**src/rtl/kbd_event_ctrl.sv**
```systemverilog
// PS/2 keyboard event controller: drains ps2_kbd bytes, folds E0/F0 prefixes
// into key events, and queues them for the CPU behind a single read word.
`timescale 1ns/1ps
module kbd_event_ctrl #(
    parameter int unsigned DEPTH = 8,
    parameter int unsigned PTR_W = 3
) (
    input  logic        clk,
    input  logic        rst,
    input  logic [7:0]  kb_data,
    input  logic        kb_ready,
    input  logic        kb_overflow,
    output logic        kb_rdn,
    input  logic        cpu_rd,
    output logic [31:0] cpu_rdata,
    output logic        irq
);

    localparam int unsigned CNT_W  = PTR_W + 1;
    localparam int unsigned CODE_W = 8;
    localparam int unsigned EVT_W  = CODE_W + 2;

    typedef enum logic [1:0] {
        S_IDLE   = 2'd0,
        S_POP    = 2'd1,
        S_SETTLE = 2'd2
    } state_e;

    typedef struct packed {
        logic              ext;
        logic              brk;
        logic [CODE_W-1:0] code;
    } kbd_evt_t;

    state_e            state_q, state_d;
    logic              kb_rdn_q;
    logic              ext_q, ext_d;
    logic              brk_q, brk_d;
    logic              ovf_q, ovf_d;
    logic [PTR_W-1:0]  wptr_q, wptr_d;
    logic [PTR_W-1:0]  rptr_q, rptr_d;
    logic [CNT_W-1:0]  count_q, count_d;
    logic              irq_q;
    kbd_evt_t          mem_q [DEPTH];

    kbd_evt_t          evt;
    kbd_evt_t          head;
    logic              push;
    logic              pop;
    logic              wr_en;
    logic              drop;
    logic              empty;
    logic              full;

    // Drain sequencer: strobe once, then give ps2_kbd a cycle to refresh kb_ready.
    always_comb begin
        state_d = state_q;
        unique case (state_q)
            S_IDLE:   if (kb_ready) state_d = S_POP;
            S_POP:    state_d = S_SETTLE;
            S_SETTLE: state_d = S_IDLE;
            default:  state_d = S_IDLE;
        endcase
    end

    // Prefix folding of the byte sampled on the strobe cycle.
    always_comb begin
        ext_d = ext_q;
        brk_d = brk_q;
        push  = 1'b0;
        evt   = '{ext: ext_q, brk: brk_q, code: kb_data};
        if (state_q == S_POP) begin
            unique case (kb_data)
                8'hE0: ext_d = 1'b1;
                8'hF0: brk_d = 1'b1;
                8'h00, 8'hFF: begin
                    ext_d = 1'b0;
                    brk_d = 1'b0;
                end
                default: begin
                    push  = 1'b1;
                    ext_d = 1'b0;
                    brk_d = 1'b0;
                end
            endcase
        end
    end

    // Event FIFO bookkeeping; a pop on a full FIFO makes room for a same-edge push.
    always_comb begin
        empty   = (count_q == '0);
        full    = (count_q == CNT_W'(DEPTH));
        pop     = cpu_rd && !empty;
        wr_en   = push && (!full || pop);
        drop    = push && full && !pop;
        wptr_d  = wr_en ? wptr_q + PTR_W'(1) : wptr_q;
        rptr_d  = pop   ? rptr_q + PTR_W'(1) : rptr_q;
        count_d = count_q + CNT_W'(wr_en) - CNT_W'(pop);
        ovf_d   = ovf_q;
        if (cpu_rd) ovf_d = 1'b0;
        if (drop || kb_overflow) ovf_d = 1'b1;
    end

    always_ff @(posedge clk or posedge rst) begin
        if (rst) begin
            state_q  <= S_IDLE;
            kb_rdn_q <= 1'b1;
            ext_q    <= 1'b0;
            brk_q    <= 1'b0;
            ovf_q    <= 1'b0;
            wptr_q   <= '0;
            rptr_q   <= '0;
            count_q  <= '0;
            irq_q    <= 1'b0;
        end else begin
            state_q  <= state_d;
            kb_rdn_q <= (state_d != S_POP);
            ext_q    <= ext_d;
            brk_q    <= brk_d;
            ovf_q    <= ovf_d;
            wptr_q   <= wptr_d;
            rptr_q   <= rptr_d;
            count_q  <= count_d;
            irq_q    <= (count_d != '0);
        end
    end

    // Storage needs no reset: entries are only visible while counted valid.
    always_ff @(posedge clk) begin
        if (wr_en) mem_q[wptr_q] <= evt;
    end

    assign head      = mem_q[rptr_q];
    assign kb_rdn    = kb_rdn_q;
    assign irq       = irq_q;
    assign cpu_rdata = {!empty, ovf_q, 20'd0, empty ? EVT_W'(0) : EVT_W'(head)};

endmodule

```
**config.mk**
```make
export PLATFORM = sky130hd
export DESIGN_NAME = kbd_event_ctrl
export DESIGN_NICKNAME = d
export VERILOG_FILES = /design/src/rtl/kbd_event_ctrl.sv
export SDC_FILE = /design/constraint.sdc
export NUM_CORES = 1
export LEC_CHECK = 0
export BUFFER_PORTS_ARGS = -buffer_cell sky130_fd_sc_hd__buf_4
export CELL_PAD_IN_SITES_DETAIL_PLACEMENT = 0
export CELL_PAD_IN_SITES_GLOBAL_PLACEMENT = 1
export CORE_ASPECT_RATIO = 0.8
export CORE_MARGIN = 2
export CORE_UTILIZATION = 53
export CTS_CLUSTER_DIAMETER = 200
export DETAILED_ROUTE_END_ITERATION = 10
export PLACE_DENSITY = 0.93
export REMOVE_ABC_BUFFERS = 1
export SETUP_SLACK_MARGIN = 0.2
export SYNTH_ARGS = -nofsm -noshare
export SYNTH_HDL_FRONTEND = slang
export SYNTH_SLANG_ARGS = --single-unit
```
**constraint.sdc**
```tcl
create_clock -name clk -period 6.2 [get_ports clk]
set_input_delay 0.62 -clock clk [delete_from_list [all_inputs] [get_ports clk]]
set_output_delay 0.62 -clock clk [all_outputs]
set_load 0.01 [all_outputs]
```
==> metrics.txt <==
cells along the critical path buf_4, nor4_4, a31oi_2, o21ai_2, o21bai_1, ha_1, fa_1, xor2_1, or4_1; Peak Freq 331 MHz; buffer depth of the longest clock path 2; Total Power 1.91 mW; Worst Setup End Kind flip-flop; Leak 1.68 nW; crit start category input port; Core Rows 28; CTS root buffer clkbuf_8; RSZ-0062 raised after global routing no; Total Wirelength 7.22 mm; Netlist cell types 39; register area 2830 sq um; Die W 103 um; Area growth, synth to finish 11.3%; layout cell share with drive strength beyond 1 0.296; # DRC 0; Hold Fails Final Rpt 0; HPWL after DPL 4.57 mm; starting density of the core 0.555; ANT nets after route 0; first-pass GRT wire length 11.3 mm; pwr dens 413 nW/um^2; full die area 8570 sq um; CTS tree done; routed length per instance 18.9 um; Switching Share 0.320; Fin Setup TNS 0 ns; Port Buffers 26; Reg power frac 0.477; total track usage 0.185; H-Tree Depth 3; Crit Path Class in -> reg; maximum VDD drop 0.159 mV; Core ar. 7500 sq um; Worst-path clk slew 0.09 ns; Max transition margin 0.272; DR vias 2069; worst-margin pin slew 1.08 ns; io pins 47; Post-CTS Hold Buffers 0; drt pass-1 iters 4; grt ovf 0; Layout Nets 293; Synth warnings 0; die extent in y 83.2 um; Netlist Area Pre-Place 4160 sq um; vias in the first global route 2078; global placement routability congestion 0.796; Fill cells 555; final setup fails 0; largest net degree at the start of global routing 23; post-synthesis sequential area ratio 0.680; Avg Synthesized Cell Area 17.5 sq um; area of the multi-input gates 1180 sq um; Clock Sinks 97; Arr. time, crit path 3.25 ns; crit path max fanout 11; Post-CTS Setup Bufs 0; worst skew pair latency 0.35 ns; MaxCap Viol Count 0; required time of the worst setup path 6.43 ns; status complete, no violations; Min Clock Period, post-route 3.02 ns; Iter 0 DRT Violations 112; post-cts sizing count 0; Pint 1.30 mW; CP max stage cell o21ai_2; # diodes 0; fin. max-slew vios 0; #FFs+latches synth 97; antenna violations before repair 0; Hold Path Class in -> async; clk_skew 0.0101 ns; fin crit share 0.487; delay of the slowest critical-path stage 0.54 ns; Via-to-Cell Ratio 5.42; Clk network pwr share 0.198; Gate Count Post-Synth 238; Comb pwr share 0.325; CTS Buf Count 9; sw power 0.610 mW
## cells in the mapped netlist (all sizes together)
cell,instances,area [sq um]
dfrtp,16,400
edfxtp,80,2400
and2,1,6.26
inv,11,41.3
clkbuf,3,11.3
xnor2,3,26.3
a211oi,2,15.0
mux2,2,22.5
mux2i,10,100
a31oi,2,18.8
o21bai,1,7.51
and3,1,6.26
nor2,19,71.3
or4,1,7.51
ha,7,87.6
and4,1,11.3
buf,27,196
dfstp,1,26.3
mux4,20,450
o21ai,2,13.8
xor2,3,26.3
nand2,2,7.51
nor4,7,80.1
nor3,2,10.0
o211ai,1,7.51
nand3,2,10.0
conb,1,3.75
nand2b,2,12.5
fa,1,20.0
a21oi,4,20.0
nor4b,2,30.0
a21o,1,7.51
## power groups by stage
| stage | clock network (mW) | registers [mW] | logic, mW |
|---|---|---|---|
| floorplan | 0 | 0.913 | 0.390 |
| global placement | 0 | 0.923 | 0.613 |
| detailed placement | 0 | 0.928 | 0.629 |
| CTS | 0.384 | 0.913 | 0.633 |
| global route | 0.414 | 0.924 | 0.693 |
| finish | 0.379 | 0.911 | 0.620 |
## worst max-delay path: cells and delay by family
family	cells	cell delay, ns
XOR/XNOR	1	0.18
AO/OA/AOI/OAI	3	0.83
adder cells (fa/ha/maj)	2	0.63
buffers and inverters	1	0.16
AND/OR/NAND/NOR	2	0.84
## flip-flops by register name, indices dropped and copies added, names as in the netlist
name / flops
rptr_q: 3
mem_q: 80
state_q: 2
brk_q: 1
ovf_q: 1
count_q: 4
ext_q: 1
irq: 1
wptr_q: 3
kb_rdn: 1
## kinds of logic (layout without fill, tap and decap cells)
group / Yosys count / count (layout) / share of synthesized area
DFF: 97 / 97 / 0.680
other: 1 / 20 / 0.000902
xor gates and xnor gates: 6 / 6 / 0.0126
buffers and inverters: 41 / 61 / 0.0599
AOI/OAI and AO/OA: 13 / 13 / 0.0217
adders and majority gates: 8 / 8 / 0.0259
muxes: 32 / 32 / 0.138
and+or+nand+nor: 40 / 40 / 0.0608
## through the flow
step / cells / hold slack, ns / utilization / setup WS (ns) / cell area, sq um
6_report: 382 / 0.347 / 0.617 / 3.18 / 4630
5_1_grt: 382 / 0.386 / 0.617 / 3.07 / 4630
4_1_cts: 382 / 0.362 / 0.617 / 3.19 / 4630
3_5_place_dp: 366 / 0.486 / 0.592 / 2.85 / 4440
3_3_place_gp: 366 / 0.477 / 0.592 / 2.96 / 4440
2_1_floorplan: 227 / 0.447 / - / 3.37 / 4020
## layout make-up
class / count / share of cell area
tap: 105 / 0.0284
timing repair buffer: 34 / 0.0552
clock inverter: 3 / 0.00514
clock buffer: 13 / 0.0346
inverter: 11 / 0.00893
multi-input combinational: 119 / 0.256
sequential: 97 / 0.612
## per-layer routing
| layer | track usage | routed length (um) | vias to the layer above |
|---|---|---|---|
| met5 | 0 | 0 | - |
| met4 | 0.0634 | 137 | 0 |
| met3 | 0.0564 | 362 | 11 |
| met2 | 0.274 | 3510 | 68 |
| met1 | 0.263 | 3210 | 1052 |
| li1 | - | - | 938 |
## placed cells by master, fill, tap and decap left out, drive strengths merged, types with 3 or more instances in the layout
cell type  instances
edfxtp            80
buf               34
mux4              20
conb              20
nor2              19
dfrtp             16
clkbuf            13
inv               12
mux2i             10
ha                 7
nor4               7
a21oi              4
xor2               3
xnor2              3
## path summary, 6_finish.rpt
kind | from | to | slack, ns | depth (start not counted)
max | kb_data[0] | irq | 3.18 | 9
min | rst | rptr_q[2] | 0.35 | 2
max reg2reg | count_q[2] | irq | 3.26 | 8
min reg2reg | state_q[1] | kb_rdn | 0.50 | 2
max in group asynchronous | rst | wptr_q[1] | 5.44 | 2
min in group clk | kb_ready | kb_rdn | 0.41 | 2
Power figures use the tool's default switching activity.
